===== src/rtl/qpu_exu_wbck_ctrl.sv =====
// QPU execution-unit write-back controller: shares the CRF write port
// between ALU and long-pipe results and sequences MCU measurement returns.
module qpu_exu_wbck_ctrl #(
    parameter int XLEN       = 32,
    parameter int RFIDX_W    = 5,
    parameter int QUBIT_NUM  = 8,
    parameter int STARVE_MAX = 3
) (
    input  logic                 clk,
    input  logic                 rst_n,

    input  logic                 alu_cwbck_i_valid,
    output logic                 alu_cwbck_i_ready,
    input  logic [XLEN-1:0]      alu_cwbck_i_data,
    input  logic [RFIDX_W-1:0]   alu_cwbck_i_rdidx,

    input  logic                 lsu_rsp_valid,
    output logic                 lsu_rsp_ready,
    input  logic [XLEN-1:0]      lsu_rsp_rdata,

    input  logic [RFIDX_W-1:0]   oitf_ret_rdidx,
    input  logic                 oitf_ret_rdwen,
    input  logic                 oitf_empty,
    output logic                 oitf_ret_ena,

    input  logic                 mcu_rsp_valid,
    output logic                 mcu_rsp_ready,
    input  logic [QUBIT_NUM-1:0] mcu_rsp_data,

    input  logic [QUBIT_NUM-1:0] moitf_ret_mf,
    input  logic                 moitf_empty,
    output logic                 moitf_ret_ena,

    output logic                 crf_wbck_ena,
    output logic [RFIDX_W-1:0]   crf_wbck_idx,
    output logic [XLEN-1:0]      crf_wbck_data,

    output logic                 mrf_wbck_ena,
    output logic [QUBIT_NUM-1:0] mrf_wbck_mask,
    output logic [QUBIT_NUM-1:0] mrf_wbck_data,

    output logic                 wbck_err
);

    localparam int CNT_W = (STARVE_MAX < 1) ? 1 : $clog2(STARVE_MAX + 1);
    localparam logic [CNT_W-1:0] CNT_MAX = CNT_W'(STARVE_MAX);

    logic                 r_lp_vld;
    logic [XLEN-1:0]      r_lp_data;
    logic [RFIDX_W-1:0]   r_lp_idx;
    logic                 r_lp_wen;
    logic [CNT_W-1:0]     r_starve;
    logic                 r_m_pend;
    logic [QUBIT_NUM-1:0] r_m_mask;
    logic [QUBIT_NUM-1:0] r_m_data;
    logic                 r_err;

    logic                 w_lp_req;
    logic                 w_alu_req;
    logic                 w_force;
    logic                 w_alu_grant;
    logic                 w_lp_grant;
    logic                 w_lp_drain;
    logic                 w_lsu_ready;
    logic                 w_lsu_acc;
    logic                 w_mcu_ready;
    logic                 w_mcu_acc;
    logic                 w_err_set;
    logic [RFIDX_W-1:0]   w_crf_idx;
    logic [XLEN-1:0]      w_crf_data;

    // Readies are gated by rst_n so every output is quiet while in reset.
    assign w_lp_req    = r_lp_vld & r_lp_wen;
    assign w_alu_req   = rst_n & alu_cwbck_i_valid;
    assign w_force     = (r_starve == CNT_MAX);
    assign w_alu_grant = w_alu_req & (~w_lp_req | w_force);
    assign w_lp_grant  = w_lp_req & ~w_alu_grant;
    assign w_lp_drain  = r_lp_vld & (~r_lp_wen | w_lp_grant);
    assign w_lsu_ready = rst_n & ~oitf_empty & (~r_lp_vld | w_lp_drain);
    assign w_lsu_acc   = lsu_rsp_valid & w_lsu_ready;
    assign w_mcu_ready = rst_n & ~moitf_empty & ~r_m_pend;
    assign w_mcu_acc   = mcu_rsp_valid & w_mcu_ready;
    assign w_err_set   = (lsu_rsp_valid & oitf_empty)
                       | (mcu_rsp_valid & moitf_empty);

    always_comb begin
        w_crf_idx  = '0;
        w_crf_data = '0;
        unique case (1'b1)
            w_alu_grant: begin
                w_crf_idx  = alu_cwbck_i_rdidx;
                w_crf_data = alu_cwbck_i_data;
            end
            w_lp_grant: begin
                w_crf_idx  = r_lp_idx;
                w_crf_data = r_lp_data;
            end
            default: begin
                w_crf_idx  = '0;
                w_crf_data = '0;
            end
        endcase
    end

    always_ff @(posedge clk or negedge rst_n) begin
        if (!rst_n) begin
            r_lp_vld  <= 1'b0;
            r_lp_data <= '0;
            r_lp_idx  <= '0;
            r_lp_wen  <= 1'b0;
        end else if (w_lsu_acc) begin
            r_lp_vld  <= 1'b1;
            r_lp_data <= lsu_rsp_rdata;
            r_lp_idx  <= oitf_ret_rdidx;
            r_lp_wen  <= oitf_ret_rdwen;
        end else if (w_lp_drain) begin
            r_lp_vld  <= 1'b0;
        end
    end

    // Counts ALU cycles lost to the long pipe; saturates at the force level.
    always_ff @(posedge clk or negedge rst_n) begin
        if (!rst_n) begin
            r_starve <= '0;
        end else if (w_alu_grant) begin
            r_starve <= '0;
        end else if (w_alu_req && (r_starve != CNT_MAX)) begin
            r_starve <= r_starve + 1'b1;
        end
    end

    always_ff @(posedge clk or negedge rst_n) begin
        if (!rst_n) begin
            r_m_pend <= 1'b0;
            r_m_mask <= '0;
            r_m_data <= '0;
        end else if (w_mcu_acc) begin
            r_m_pend <= 1'b1;
            r_m_mask <= moitf_ret_mf;
            r_m_data <= mcu_rsp_data & moitf_ret_mf;
        end else if (r_m_pend) begin
            r_m_pend <= 1'b0;
        end
    end

    always_ff @(posedge clk or negedge rst_n) begin
        if (!rst_n) begin
            r_err <= 1'b0;
        end else if (w_err_set) begin
            r_err <= 1'b1;
        end
    end

    assign alu_cwbck_i_ready = w_alu_grant;
    assign lsu_rsp_ready     = w_lsu_ready;
    assign oitf_ret_ena      = w_lp_drain;
    assign mcu_rsp_ready     = w_mcu_ready;
    assign moitf_ret_ena     = r_m_pend;

    assign crf_wbck_ena      = w_alu_grant | w_lp_grant;
    assign crf_wbck_idx      = w_crf_idx;
    assign crf_wbck_data     = w_crf_data;

    assign mrf_wbck_ena      = r_m_pend;
    assign mrf_wbck_mask     = r_m_pend ? r_m_mask : '0;
    assign mrf_wbck_data     = r_m_pend ? r_m_data : '0;

    assign wbck_err          = r_err;

endmodule


===== config.mk =====
export PLATFORM = sky130hd
export DESIGN_NAME = qpu_exu_wbck_ctrl
export DESIGN_NICKNAME = d
export VERILOG_FILES = /design/src/rtl/qpu_exu_wbck_ctrl.sv
export SDC_FILE = /design/constraint.sdc
export NUM_CORES = 1
export LEC_CHECK = 0
export BUFFER_PORTS_ARGS = -buffer_cell sky130_fd_sc_hd__buf_2
export CAP_MARGIN = 15
export CORE_MARGIN = 2
export CORE_UTILIZATION = 44
export CTS_CLUSTER_DIAMETER = 100
export DETAILED_ROUTE_END_ITERATION = 7
export GPL_TIMING_DRIVEN = 0
export PLACE_DENSITY = 0.9
export SYNTH_ARGS = -nofsm -noshare
export SYNTH_HDL_FRONTEND = slang
export SYNTH_SLANG_ARGS = --single-unit

===== constraint.sdc =====
create_clock -name clk -period 2.1 [get_ports clk]
set_clock_uncertainty 0.1 [all_clocks]
set_input_delay 0.63 -clock clk [delete_from_list [all_inputs] [get_ports clk]]
set_output_delay 0.63 -clock clk [all_outputs]
set_load 0.01 [all_outputs]

==> impl_metrics.toml <==
[yosys]
ys_ff_latch = 59
ys_seq_area_frac = 0.5275
synth_nets = 318
ys_types = 27
netlist_area_sq_um = 2799
syn_inst = 219
ys_warn_count = 0
synth_area_per_cell_sq_um = 12.78

[sta]
finalHoldViolCount = 0
slew_violations = 0
setup_viol = 39
setup_slack_ns = -0.4186
min_period_ns = 2.519
fin_crit_sh = 1.199
worstMarginPinSlew_ns = 0.4800
fmax_mhz = 397.1
rsz0062_at_grt = "true"
slew_headroom = 0.6790
tns_ns = -15.19

[clock_network]
root_buffer = "clkbuf_8"
clk_latency_ns = 0.32
cts.path.max_buffers = 2
cts_tree = "built"
path_clk_slew_ns = 0.06
cts_made_buffers = 9
htreeDepth = 3
cts.sinks = 59

[setup_path]
cp_slowest_cell = "dfrtp_1"
crit_path_cell_trace = "ha_4 -> nand3b_1 -> nor2b_4 -> buf_6 -> a22o_1 -> buf_2"
critPathRequiredTime_ns = 1.37
worstPathArrival_ns = 1.79
start_kind = "flip-flop"
max_stage_delay_ns = 0.41
crit_path_max_fanout = 10
critical_path_class = "reg2out"
critPathCaptureType = "output port"

[placed_design]
placed_cell_area_sq_um = 3717
dp_cells = 455
dp_hpwl_um = 5462
place_ws_ns = -1.138
gp_congestion = 0.7470
place.port_buffers = 158

[final_layout]
areaGrowthSynthToFinish_pct = 47.97
fillers = 496
finalNetCount = 498
antenna_cells = 0
drive_above_1_share = 0.6129
fin_area_sq_um = 4141
final_cells = 480

[floorplanning]
fp.dieW_um = 83.76
io_pins = 159
initial_core_util = 0.4485
die_h_um = 83.76
die_area_sq_um = 7015
rows = 29
core_sq_um = 6241

[drt]
drt-total-wl_um = 7501
ant_nets = 0
dr_wl_met2_um = 3801
viasPerCell = 5.077
dr.max_layer_used = "met4"
met1_length_um = 3029
drtIter0Drc = 63
wl_met3_um = 550
drc = 0
vias = 2437
drtPass1Iterations = 4
wl_per_cell_um = 15.63

[pwr]
leakage_nw = 2.184
powerDensity_nw_per_um2 = 728.3
vdd_drop_max_mv = 0.5387

[flow_run]
maxCapViolations = 0

[status]
outcome = "complete, but fails checks"
violations = "negative setup slack"

[grt]
grt_pass1_wl_um = 11790
grt_pass1_vias = 2564
grtUsageTotal = 0.2115
grt_max_degree = 28
grt_overflow = 0
grt_antenna_before_repair = 0

[worst_hold_path]
worstHoldPathType = "in2async"
[worst paths after layout]
kind                              from           endpoint  slack, ns  cells after the start
setup / recovery           r_starve[0]  crf_wbck_data[10]      -0.42                      6
hold / removal                   rst_n        r_m_data[7]       0.11                      2
setup reg to reg           r_starve[0]      r_lp_data[26]       0.13                      7
hold reg to reg            r_m_data[4]        r_m_data[4]       0.39                      2
max in group asynchronous        rst_n      r_lp_data[25]       0.86                      2
min in group clk           r_m_data[4]        r_m_data[4]       0.39                      2
[layer usage]
layer,track usage,up-vias
met5,0,-
met4,0.07331,0
li1,-,1163
met2,0.3636,107
met3,0.06231,12
met1,0.2531,1155
[through the flow]
stage	power [mW]	hold WS, ns	util
after floorplan	1.767	0.2344	-
after global placement	1.990	0.3546	0.5924
after detailed placement	2.033	0.3650	0.5956
after CTS	3.038	0.01008	0.6484
after global routing	3.172	0.09810	0.6636
final	3.016	0.1115	0.6636
[synth_stat cells]
cell type,instances,area [sq um]
dfrtp_1,59,1476
a22o_1,37,324.1
mux2_2,37,416.7
nand2_1,20,75.07
and2_1,16,100.1
buf_2,11,55.05
mux2_4,9,135.1
o21ai_0,9,45.04
buf_6,2,22.52
clkbuf_1,2,7.510
a21boi_0,1,7.510
a21o_1,1,7.510
a221o_1,1,10.01
a31o_2,1,8.760
a31oi_2,1,12.51
and3b_1,1,8.760
and4b_4,1,13.76
buf_4,1,7.510
ha_1,1,12.51
inv_1,1,3.750
nand3_1,1,5.000
nand3b_1,1,7.510
nand4_1,1,6.260
nand4bb_1,1,11.26
nor2b_1,1,6.260
nor3_1,1,5.000
nor3b_1,1,7.510
[registers in the layout, indices dropped and copies added, names as in the netlist]
register,flops
moitf_ret_ena,1
r_lp_data,32
r_lp_idx,5
r_lp_vld,1
r_lp_wen,1
r_m_data,8
r_m_mask,8
r_starve,2
wbck_err,1
[layout by cell type, fill, tap and decap left out, types with 2 or more instances in the layout]
cell type      instances
dlygate4sd3_1          2
clkbuf_8               9
nand2_1               19
dfrtp_1               58
clkbuf_1               4
buf_2                160
and2_1                16
buf_16                 2
bufbuf_16              2
buf_6                  9
a22o_1                37
mux2_4                 9
clkinv_2               2
o21ai_0                9
buf_4                  8
mux2_2                37
[repair_timing]
action                                  CTS  global route
hold endpoints to repair                  0            24
endpoints found under the setup margin   97            58
pin swaps                                 2             7
hold buffers                              0             2
cloned                                    2             2
gates resized for setup                  18             7
setup buffers                             4             1
[cell families after synthesis]
| group | Yosys count | share of synthesized area |
|---|---|---|
| mux | 46 | 0.1971 |
| fa+ha+maj | 1 | 0.004470 |
| compound gates | 51 | 0.1484 |
| simple gates | 45 | 0.08807 |
| buf+inv | 17 | 0.03442 |
| flops | 59 | 0.5275 |
[final cells by class]
cell class / count / area, sq um / area share
Tap cell: 77 / 96.34 / 0.02326
Multi-Input combinational cell: 143 / 1257 / 0.3036
Clock inverter: 3 / 40.04 / 0.009668
Sequential cell: 59 / 1478 / 0.3568
Inverter: 1 / 3.754 / 0.0009063
Buffer: 15 / 118.9 / 0.02870
Clock buffer: 12 / 135.1 / 0.03263
Timing Repair Buffer: 170 / 1012 / 0.2444
[power breakdown]
group | switching [mW] | leakage [nW] | internal, mW | total [mW]
clock network | 0.413 | 0.0902 | 0.539 | 0.952
logic | 0.244 | 1.38 | 0.376 | 0.620
registers | 0.111 | 0.711 | 1.33 | 1.44
[worst max-delay path: cells and delay by family (launching register included)]
family	cells	cell delay (ns)
flip-flops	1	0.41
buffers and inverters	2	0.28
AO/OA/AOI/OAI	1	0.23
AND/OR/NAND/NOR	2	0.36
adder cells (fa/ha/maj)	1	0.18
No activity file was read; power rests on OpenSTA's default activity.
